**config.mk**
```make
export PLATFORM = sky130hd
export DESIGN_NAME = uart_frame_seq_flat
export DESIGN_NICKNAME = d
export VERILOG_FILES = /design/src/rtl/uart_frame_pkg.sv /design/src/rtl/uart_frame_seq_if.sv /design/src/rtl/uart_frame_seq_packer.sv /design/src/rtl/uart_frame_seq.sv /design/src/flat_wrapper.sv
export SDC_FILE = /design/constraint.sdc
export NUM_CORES = 1
export LEC_CHECK = 0
export CORE_ASPECT_RATIO = 0.9
export CORE_UTILIZATION = 40
export DETAILED_ROUTE_END_ITERATION = 10
export GPL_TIMING_DRIVEN = 0
export HOLD_SLACK_MARGIN = 0.03
export PLACE_DENSITY = 0.73
export REMOVE_ABC_BUFFERS = 1
export SYNTH_ARGS = -nofsm -noshare
export SYNTH_HDL_FRONTEND = slang
export SYNTH_SLANG_ARGS = --single-unit
```
**constraint.sdc**
```tcl
create_clock -name clk_i -period 2.9 [get_ports clk_i]
set_input_delay 0.725 -clock clk_i [delete_from_list [all_inputs] [get_ports clk_i]]
set_output_delay 0.725 -clock clk_i [all_outputs]
set_load 0.1 [all_outputs]
```
**src/rtl/uart_frame_pkg.sv**
```systemverilog
// Shared types and default constants for the UART frame sequencer.
package uart_frame_pkg;

    typedef enum logic [1:0] {
        IDLE   = 2'd0,
        STREAM = 2'd1,
        DRAIN  = 2'd2,
        ACK    = 2'd3
    } state_e;

    localparam logic [7:0] SYNC_BYTE = 8'hA5;
    localparam logic [7:0] ACK_BYTE  = 8'h5A;

    typedef struct packed {
        logic [7:0] b;
        logic [7:0] g;
        logic [7:0] r;
    } rgb_t;

endpackage

```
**src/rtl/uart_frame_seq_if.sv**
```systemverilog
// Handshake bundle between the frame sequencer and its UART / pixel / result neighbours.
interface uart_frame_seq_if;
    logic        rx_valid_i;
    logic [7:0]  rx_data_i;
    logic        rx_ready_o;
    logic        pix_valid_o;
    logic [23:0] pix_data_o;
    logic        pix_ready_i;
    logic        res_valid_i;
    logic [7:0]  res_data_i;
    logic        res_ready_o;
    logic        tx_valid_o;
    logic [7:0]  tx_data_o;
    logic        tx_ready_i;
    logic        busy_o;
    logic        frame_done_o;
    logic        err_o;

    modport slave (
        input  rx_valid_i, rx_data_i, pix_ready_i, res_valid_i, res_data_i, tx_ready_i,
        output rx_ready_o, pix_valid_o, pix_data_o, res_ready_o, tx_valid_o, tx_data_o,
               busy_o, frame_done_o, err_o
    );

    modport master (
        output rx_valid_i, rx_data_i, pix_ready_i, res_valid_i, res_data_i, tx_ready_i,
        input  rx_ready_o, pix_valid_o, pix_data_o, res_ready_o, tx_valid_o, tx_data_o,
               busy_o, frame_done_o, err_o
    );
endinterface

```
**src/rtl/uart_frame_seq_packer.sv**
```systemverilog
// Packs R,G,B byte triplets into one 24-bit pixel held in a single output register.
module rgb_packer
    import uart_frame_pkg::*;
(
    input  logic       clk,
    input  logic       reset,
    input  logic       en,
    input  logic       in_valid,
    input  logic [7:0] in_data,
    output logic       in_ready,
    output logic       out_valid,
    output rgb_t       out_data,
    input  logic       out_ready,
    output logic       last
);

    logic [1:0] cnt_p0;
    logic [7:0] r_p0;
    logic [7:0] g_p0;
    logic       vld_p1;
    rgb_t       pix_p1;
    logic       acc;

    // The closing byte may only land when the pixel register is free or emptying now.
    assign in_ready  = en && ((cnt_p0 != 2'd2) || !vld_p1 || out_ready);
    assign acc       = in_valid && in_ready;
    assign last      = acc && (cnt_p0 == 2'd2);
    assign out_valid = vld_p1;
    assign out_data  = pix_p1;

    always_ff @(posedge clk) begin
        if (reset) begin
            cnt_p0 <= 2'd0;
            r_p0   <= '0;
            g_p0   <= '0;
            vld_p1 <= 1'b0;
            pix_p1 <= '0;
        end else begin
            if (vld_p1 && out_ready)
                vld_p1 <= 1'b0;
            if (acc) begin
                case (cnt_p0)
                    2'd0: begin
                        r_p0   <= in_data;
                        cnt_p0 <= 2'd1;
                    end
                    2'd1: begin
                        g_p0   <= in_data;
                        cnt_p0 <= 2'd2;
                    end
                    default: begin
                        pix_p1 <= '{b: in_data, g: g_p0, r: r_p0};
                        vld_p1 <= 1'b1;
                        cnt_p0 <= 2'd0;
                    end
                endcase
            end
        end
    end

endmodule

```
**src/rtl/uart_frame_seq.sv**
```systemverilog
// Frame sequencer: sync on a marker byte, pack one frame of pixels, forward and count
// magnitude bytes, then emit an ack byte once the whole frame has come back.
module uart_frame_seq
    import uart_frame_pkg::*;
#(
    parameter int         linewidth_px_p = 480,
    parameter int         lines_p        = 480,
    parameter int         out_count_p    = linewidth_px_p * lines_p,
    parameter logic [7:0] sync_byte_p    = SYNC_BYTE,
    parameter logic [7:0] ack_byte_p     = ACK_BYTE
) (
    input  logic             clk_i,
    input  logic             reset_i,
    uart_frame_seq_if.slave  bus
);

    localparam int COL_W = $clog2(linewidth_px_p + 1);
    localparam int ROW_W = $clog2(lines_p + 1);
    localparam int RES_W = $clog2(out_count_p + 1);

    localparam logic [COL_W-1:0] COL_LAST = COL_W'(linewidth_px_p - 1);
    localparam logic [ROW_W-1:0] ROW_LAST = ROW_W'(lines_p - 1);
    localparam logic [RES_W-1:0] RES_FULL = RES_W'(out_count_p);

    state_e           state;
    logic [COL_W-1:0] col;
    logic [ROW_W-1:0] row;
    logic [RES_W-1:0] res_cnt;
    logic [RES_W-1:0] res_cnt_nxt;
    logic             err;

    logic             pk_en;
    logic             pk_in_ready;
    logic             pk_last;
    logic             pk_valid;
    rgb_t             pk_data;
    logic             rx_ready;
    logic             res_ready;
    logic             res_hs;
    logic             last_pix;

    assign pk_en = (state == STREAM);

    rgb_packer u_packer (
        .clk       (clk_i),
        .reset     (reset_i),
        .en        (pk_en),
        .in_valid  (bus.rx_valid_i && pk_en),
        .in_data   (bus.rx_data_i),
        .in_ready  (pk_in_ready),
        .out_valid (pk_valid),
        .out_data  (pk_data),
        .out_ready (bus.pix_ready_i),
        .last      (pk_last)
    );

    always_comb begin
        rx_ready = 1'b0;
        case (state)
            IDLE:    rx_ready = 1'b1;
            STREAM:  rx_ready = pk_in_ready;
            DRAIN:   rx_ready = 1'b1;
            default: rx_ready = 1'b0;
        endcase
    end

    assign res_ready = (state != ACK) && bus.tx_ready_i;
    assign res_hs    = bus.res_valid_i && res_ready;
    assign last_pix  = pk_last && (col == COL_LAST) && (row == ROW_LAST);

    // Results seen in the exit-check cycle must already be included in the count.
    always_comb begin
        res_cnt_nxt = res_cnt;
        if (res_hs && (state == STREAM || state == DRAIN) && res_cnt != RES_FULL)
            res_cnt_nxt = res_cnt + 1'b1;
    end

    always_ff @(posedge clk_i) begin
        if (reset_i) begin
            state   <= IDLE;
            col     <= '0;
            row     <= '0;
            res_cnt <= '0;
            err     <= 1'b0;
        end else begin
            res_cnt <= res_cnt_nxt;
            if (pk_last) begin
                if (col == COL_LAST) begin
                    col <= '0;
                    row <= (row == ROW_LAST) ? '0 : row + 1'b1;
                end else begin
                    col <= col + 1'b1;
                end
            end
            case (state)
                IDLE: begin
                    if (bus.rx_valid_i && bus.rx_data_i == sync_byte_p)
                        state <= STREAM;
                end
                STREAM: begin
                    if (last_pix)
                        state <= DRAIN;
                end
                DRAIN: begin
                    if (bus.rx_valid_i)
                        err <= 1'b1;
                    if (res_cnt_nxt == RES_FULL && !pk_valid)
                        state <= ACK;
                end
                default: begin
                    if (bus.tx_ready_i) begin
                        state   <= IDLE;
                        col     <= '0;
                        row     <= '0;
                        res_cnt <= '0;
                    end
                end
            endcase
        end
    end

    always_comb begin
        bus.tx_valid_o = bus.res_valid_i;
        bus.tx_data_o  = bus.res_data_i;
        if (state == ACK) begin
            bus.tx_valid_o = 1'b1;
            bus.tx_data_o  = ack_byte_p;
        end
    end

    assign bus.rx_ready_o   = rx_ready;
    assign bus.res_ready_o  = res_ready;
    assign bus.pix_valid_o  = pk_valid;
    assign bus.pix_data_o   = pk_data;
    assign bus.busy_o       = (state != IDLE);
    assign bus.frame_done_o = (state == ACK) && bus.tx_ready_i;
    assign bus.err_o        = err;

endmodule
```
**src/flat_wrapper.sv**
```systemverilog
// flat-port wrapper written by rule: the top's interface ports become plain ports
module uart_frame_seq_flat import uart_frame_pkg::*;
#(
    parameter int         linewidth_px_p = 480,
    parameter int         lines_p        = 480,
    parameter int         out_count_p    = linewidth_px_p * lines_p,
    parameter logic [7:0] sync_byte_p    = SYNC_BYTE,
    parameter logic [7:0] ack_byte_p     = ACK_BYTE
)
  (clk_i, reset_i, bus_rx_valid_i, bus_rx_data_i, bus_pix_ready_i, bus_res_valid_i, bus_res_data_i, bus_tx_ready_i, bus_rx_ready_o, bus_pix_valid_o, bus_pix_data_o, bus_res_ready_o, bus_tx_valid_o, bus_tx_data_o, bus_busy_o, bus_frame_done_o, bus_err_o);
  uart_frame_seq_if bus_i ();
  input  logic clk_i;
  input  logic reset_i;
  input wire logic [$bits(bus_i.rx_valid_i)-1:0] bus_rx_valid_i;
  input wire logic [$bits(bus_i.rx_data_i)-1:0] bus_rx_data_i;
  input wire logic [$bits(bus_i.pix_ready_i)-1:0] bus_pix_ready_i;
  input wire logic [$bits(bus_i.res_valid_i)-1:0] bus_res_valid_i;
  input wire logic [$bits(bus_i.res_data_i)-1:0] bus_res_data_i;
  input wire logic [$bits(bus_i.tx_ready_i)-1:0] bus_tx_ready_i;
  output wire logic [$bits(bus_i.rx_ready_o)-1:0] bus_rx_ready_o;
  output wire logic [$bits(bus_i.pix_valid_o)-1:0] bus_pix_valid_o;
  output wire logic [$bits(bus_i.pix_data_o)-1:0] bus_pix_data_o;
  output wire logic [$bits(bus_i.res_ready_o)-1:0] bus_res_ready_o;
  output wire logic [$bits(bus_i.tx_valid_o)-1:0] bus_tx_valid_o;
  output wire logic [$bits(bus_i.tx_data_o)-1:0] bus_tx_data_o;
  output wire logic [$bits(bus_i.busy_o)-1:0] bus_busy_o;
  output wire logic [$bits(bus_i.frame_done_o)-1:0] bus_frame_done_o;
  output wire logic [$bits(bus_i.err_o)-1:0] bus_err_o;
  assign bus_i.rx_valid_i = bus_rx_valid_i;
  assign bus_i.rx_data_i = bus_rx_data_i;
  assign bus_i.pix_ready_i = bus_pix_ready_i;
  assign bus_i.res_valid_i = bus_res_valid_i;
  assign bus_i.res_data_i = bus_res_data_i;
  assign bus_i.tx_ready_i = bus_tx_ready_i;
  assign bus_rx_ready_o = bus_i.rx_ready_o;
  assign bus_pix_valid_o = bus_i.pix_valid_o;
  assign bus_pix_data_o = bus_i.pix_data_o;
  assign bus_res_ready_o = bus_i.res_ready_o;
  assign bus_tx_valid_o = bus_i.tx_valid_o;
  assign bus_tx_data_o = bus_i.tx_data_o;
  assign bus_busy_o = bus_i.busy_o;
  assign bus_frame_done_o = bus_i.frame_done_o;
  assign bus_err_o = bus_i.err_o;
  uart_frame_seq #(.linewidth_px_p(linewidth_px_p), .lines_p(lines_p), .out_count_p(out_count_p), .sync_byte_p(sync_byte_p), .ack_byte_p(ack_byte_p)) u_core (.clk_i(clk_i), .reset_i(reset_i), .bus(bus_i));
endmodule
```
==> flow_metrics.tcl, run 1 <==
set metrics [dict create \
    routabilityCongestion 0.8712 \
    rsz0062_at_grt "no" \
    ys_ff_latch 82 \
    ir_drop_v 0.0002279 \
    first_pass_iters 4 \
    slew_viol_final 0 \
    synthTopCellsByArea "dfxtp_1 (43%), nand2_1 (11%), a21oi_1 (6.7%)" \
    layout.cells.non_filler 660 \
    status "finished clean" \
    critical_path_class "in2out" \
    drive_gt1_frac 0.07807 \
    io_buffers 60 \
    ios 61 \
    r2r_cells 8 \
    synth_edf_count 0 \
    numCtsBuffers 9 \
    core_um2 9249 \
    grt_overflow 0 \
    tightestPinTransition_ps 992.2 \
    final_core_util 0.5133 \
    min_period_ps 2854 \
    crit_path_max_fanout 1 \
    antenna_found_initial 0 \
    power_density_nw_per_um2 464.4 \
    start_kind "input port" \
    first_iter_violations 140 \
    post-route-period-util 0.9840 \
    grt_pass1_wl_mm 14.32 \
    hold_path.class "reg2reg" \
    netlist.area_leader.share 0.4253 \
    ctsLongestPathBuffers 2 \
    skew_ps 13.27 \
    clk_transition_reported_paths_ps 90 \
    ys.flop_type "dfxtp_1" \
    post_drt_via_cell_ratio 5.132 \
    yosysWarnings 0 \
    placed_area_um2 4501 \
    crit_required_ps 2170 \
    syn_area_um2 3860 \
    ys_types 49 \
    start_util 0.4173 \
    timing.reg2reg.setup_slack_ps 230 \
    vias 3387 \
    max_cap_violations 0 \
    finalInstanceArea_um2 4747 \
    grt_pass1_vias 3107 \
    num_rows 33 \
    seqCellArea_um2 1642 \
    nNetsFinal 564 \
    maxClockFrequency_mhz 350.4 \
    ctsHtreeMaxLevel 3 \
    grt_max_degree 48 \
    syn2layout_area_growth_pct 22.98 \
    relSlewSlack 0.3365 \
    yosys.area.top_type "dfxtp_1" \
    route.detailed.drc 0 \
    multiInputGateArea_um2 2078 \
    hold_violations 0 \
    die_area_um2 10050 \
    die_w_um 105.5 \
    clock-root-buffer "clkbuf_8" \
    clk_latency_ps 360 \
    critical_path_arrival_ps 2130 \
    track_usage 0.1773 \
    yosysSeqAreaShare 0.4253 \
    synth_cells 484 \
    cts_tree "yes" \
    avgSynthCellArea_um2 7.975 \
    fillers 865 \
    cellLeakagePower_uw 0.001626 \
    cts_sinks 82 \
    wl_per_cell_um 13.06 \
    synthArstFlopShare 0 \
    die_h_um 95.19 \
    post-place-cells 643 \
    cp-end-kind "output port" \
    n_antenna_cell 0 \
    wirelength_mm 8.621 \
    setup_viol 0 \
    power_uw 2205 \
    min_path_cells 2 \
    ant_nets 0 \
    dp_hpwl_mm 6.152 \
]
-- critical path, stage by stage --
cell and delay (ps):
clkdlybuf4s50_1 460, nor2b_1 120, clkdlybuf4s15_1 820
-- layout by cell type (no fill, tap or decap), types with 5 or more instances in the layout --
cell	netlist	routed
nand2_1	112	112
clkdlybuf4s15_2	0	8
and2_1	5	5
or2_2	6	6
clkbuf_8	0	9
xnor2_1	19	19
ha_1	9	9
and3_1	7	7
nand4_1	10	10
inv_1	10	10
xor2_1	14	14
nor2b_1	8	8
nand3_1	13	13
nor2_1	43	43
a21oi_1	52	51
o21ai_0	6	6
dfxtp_1	82	82
mux2i_1	6	6
nor3_1	14	14
clkdlybuf4s50_1	0	46
-- cell usage after synthesis (2+ instances only) --
cell type,n
nand2_1,112
dfxtp_1,82
a21oi_1,52
nor2_1,43
xnor2_1,19
clkbuf_1,17
nor3_1,14
xor2_1,14
nand3_1,13
inv_1,10
nand4_1,10
ha_1,9
nor2b_1,8
and3_1,7
mux2i_1,6
o21ai_0,6
or2_2,6
and2_1,5
and4_1,4
nand2b_1,4
or3_1,4
and4b_1,3
nor4_1,3
buf_2,2
buf_6,2
nor3b_1,2
nor4_2,2
o211ai_1,2
o21ai_1,2
or4_1,2
-- layout make-up --
| cell class | instances | share of cell area |
|---|---|---|
| Clock buffer | 9 | 0.02609 |
| Clock inverter | 7 | 0.02214 |
| Inverter | 10 | 0.007907 |
| Multi-Input combinational cell | 369 | 0.4378 |
| Sequential cell | 82 | 0.3458 |
| Tap cell | 122 | 0.03216 |
| Timing Repair Buffer | 61 | 0.1281 |
-- registers in the layout, summed over array words and instances (netlist names) --
name and count:
u_core.u_packer.out_valid 1, u_core.bus.err_o 1, u_core.row 9, u_core.res_cnt 18
u_core.col 9, u_core.state 2, u_core.u_packer.cnt_p0 2, u_core.u_packer.g_p0 8
u_core.u_packer.out_data 24, u_core.u_packer.r_p0 8
-- power by group --
| group | leakage, uW | internal (uW) | switching (uW) |
|---|---|---|---|
| combinational | 0.000854 | 40.1 | 91.7 |
| clock | 0.000113 | 500 | 447 |
| sequential | 0.000660 | 1130 | 0.331 |
| total | 0.00163 | 1670 | 539 |
-- path summary, 6_finish.rpt --
path,from,to
worst max register to register,u_core.state[0]$_SDFFE_PP0P_,u_core.state[1]$_SDFFE_PP0P_
worst min register to register,u_core.u_packer.g_p0[5]$_SDFFE_PP0P_,u_core.u_packer.out_data[13]$_SDFFE_PP0P_
worst min-delay path,u_core.u_packer.g_p0[5]$_SDFFE_PP0P_,u_core.u_packer.out_data[13]$_SDFFE_PP0P_
worst max-delay path,bus_res_data_i[5],bus_tx_data_o[5]
-- cell families (layout without fill, tap and decap cells) --
| kind of cell | count (synthesis) | in the layout | share of synthesized area |
|---|---|---|---|
| simple gates | 249 | 249 | 0.3115 |
| fa+ha+maj | 9 | 9 | 0.02917 |
| xor+xnor | 33 | 33 | 0.07488 |
| compound gates | 71 | 71 | 0.1031 |
| mux | 7 | 7 | 0.01848 |
| flops | 82 | 82 | 0.4253 |
| buf+inv | 33 | 87 | 0.03760 |
-- layer usage --
layer,global-route usage,part of all wire,up-vias
li1,-,-,1724
met2,0.3054,0.48,63
met1,0.2231,0.47,1595
met3,0.04375,0.051,5
met5,0,0,-
met4,0.04745,0.0041,0
-- stage by stage --
step	hold WS (ps)	worst slack [ps]	TNS, ps
floorplan	426.0	-410.7	-410.7
global placement	440.1	-989.9	-29710
detailed placement	445.8	-801.6	-4979
CTS	459.7	14.66	0
global route	471.2	0.3075	0
finish	455.4	46.45	0
-- timing repair --
item                                   in CTS  in global routing
hold buffers                                0                  0
buffers inserted                            0                  1
setup endpoints to repair                  15                  6
pin swaps                                   0                  1
endpoints found under the hold margin       0                  0
resized for setup                          36                  5
No activity file was read; power rests on OpenSTA's default activity.
==> run 2, diff against run 1 <==
- CAP_MARGIN: default -> 20
- HOLD_SLACK_MARGIN: 0.03 -> 0.08
==> results of run 2 <==
No change in the layout: final DEF, timing and power equal those of run 1.
==> run 3, diff against run 2 <==
- CORE_MARGIN: default -> 2
- HOLD_SLACK_MARGIN: 0.08 -> 0.15
==> run 3 against run 2 <==
Non-clock buffer count grew 1. Power shrank 6.8%. Register-to-register slack lost 20 ps. Critical path depth grew 1. Fmax grew 1.0%. Clock power shrank 16%. Die area grew 4.0%. Worst hold slack gained 3.1 ps. Clock-buffer cell count is the same. Cell area shrank 0.58%. Critical path type is now reg2out. Largest cell class unchanged.
==> flow_metrics.tcl, run 3 (same netlist as run 1, synthesis figures left out) <==
set metrics [dict create \
    max_cap_violations 0 \
    dp_slack_ps -815.6 \
    maxClockFrequency_mhz 353.9 \
    clock-root-buffer "clkbuf_8" \
    die_w_um 107.5 \
    cp_slowest_cell "clkdlybuf4s15_1" \
    power_uw 2054 \
    ant_nets 0 \
    first_iter_violations 122 \
    start_util 0.4173 \
    relSlewSlack 0.3395 \
    ctsLongestPathBuffers 2 \
    grt_pass1_wl_mm 15.01 \
    numCtsBuffers 9 \
    routabilityCongestion 0.8241 \
    core_um2 9249 \
    clk_transition_reported_paths_ps 100 \
    ios 61 \
    hold_violations 0 \
    drive_gt1_frac 0.08349 \
    final_core_util 0.5103 \
    power_density_nw_per_um2 435.2 \
    hold_path.class "reg2reg" \
    layout_commonest_cell "nand2_1" \
    cts_sinks 82 \
    finalInstanceArea_um2 4720 \
    clk_latency_ps 370 \
    crit_required_ps 2170 \
    io_buffers 60 \
    crit_top_cell "inv_1" \
    cp-end-kind "output port" \
    final_cell_mix "nand2_1 (112), dfxtp_1 (82), a21oi_1 (51)" \
    track_usage 0.1763 \
    grt_pass1_vias 3289 \
    crit_start "u_core.state[0]$_SDFFE_PP0P_" \
    r2r-start "u_core.state[0]$_SDFFE_PP0P_" \
    cts_tree "yes" \
    route.detailed.drc 0 \
    fin_ws_ps 74.65 \
    post_drt_via_cell_ratio 5.213 \
    hp-start "u_core.u_packer.g_p0[4]$_SDFFE_PP0P_" \
    n_antenna_cell 0 \
    min_period_ps 2825 \
    fin_setup_tns_ps 0 \
    skew_ps 15.12 \
    status "finished clean" \
    die_area_um2 10450 \
    ctsHoldBuffers 0 \
    crit_path_max_fanout 5 \
    cellLeakagePower_uw 0.001637 \
    syn2layout_area_growth_pct 22.27 \
    ir_drop_v 0.0002147 \
    critical_path_arrival_ps 2100 \
    vias 3446 \
    grt_overflow 0 \
    cpPeakStageDelay_ps 830 \
    post-route-period-util 0.9743 \
    largest_reg_flops 24 \
    wirelength_mm 8.900 \
    grt_max_degree 48 \
    cp_cell_sequence "inv_1 > ha_1 > inv_1 > clkdlybuf4s15_1" \
    critical_path_class "reg2out" \
    ctsHtreeMaxLevel 3 \
    num_rows 33 \
    slew_viol_final 0 \
    dp_hpwl_mm 6.435 \
    wl_per_cell_um 13.46 \
    placed_area_um2 4501 \
    tightestPinTransition_ps 987.7 \
    nNetsFinal 565 \
    first_pass_iters 4 \
    die_h_um 97.19 \
    rsz0062_at_grt "no" \
    start_kind "register" \
    antenna_found_initial 0 \
    setup_viol 0 \
]
## run 3: cell type report
type / count / area, um2
multi-input cells: 369 / 2087
flip-flops and latches: 82 / 1642
clock inverters: 7 / 67.56
well taps: 122 / 152.6
inverters: 10 / 37.54
clock buffers: 9 / 123.9
fillers: 877 / 4529
repair buffers: 62 / 609.3
## run 3: metal layers
layer / global-route usage / wire, um
met1: 0.2132 / 3997
met2: 0.3038 / 4339
met3: 0.04292 / 456
met4: 0.05917 / 106
met5: 0 / 0
## run 3: power breakdown
| group | leakage [uW] | total [uW] | switching, uW | internal, uW |
|---|---|---|---|---|
| logic | 0.000882 | 132 | 92.8 | 39.4 |
| registers | 0.000660 | 1130 | 0.367 | 1130 |
| clock network | 0.0000944 | 796 | 463 | 333 |
## run 3: path summary, 6_finish.rpt
| check | endpoint | slack, ps | cells after the start |
|---|---|---|---|
| hold reg to reg | u_core.u_packer.out_data[12]$_SDFFE_PP0P_ | 460 | 2 |
| hold / removal | u_core.u_packer.out_data[12]$_SDFFE_PP0P_ | 460 | 2 |
| setup / recovery | bus_busy_o | 70 | 4 |
| setup reg to reg | u_core.state[0]$_SDFFE_PP0P_ | 210 | 9 |
## run 3: critical path, delay by kind of cell (launching register included)
| family | cells | cell delay (ps) |
|---|---|---|
| adder cells (fa/ha/maj) | 1 | 250 |
| buffers and inverters | 3 | 1060 |
| flip-flops | 1 | 430 |
## run 3: metrics by stage
step           hold slack [ps]  cells
6_report                 458.4    661
3_5_place_dp             448.0    643
4_1_cts                  460.4    660
3_3_place_gp             441.0    643
2_1_floorplan            426.0    461
5_1_grt                  479.3    661
## run 3: timing repair
action / CTS / global route
resized for setup: 36 / 10
endpoints found under the hold margin: 0 / 0
pin swaps: 1 / 2
endpoints found under the setup margin: 15 / 8
setup buffers: 1 / 1
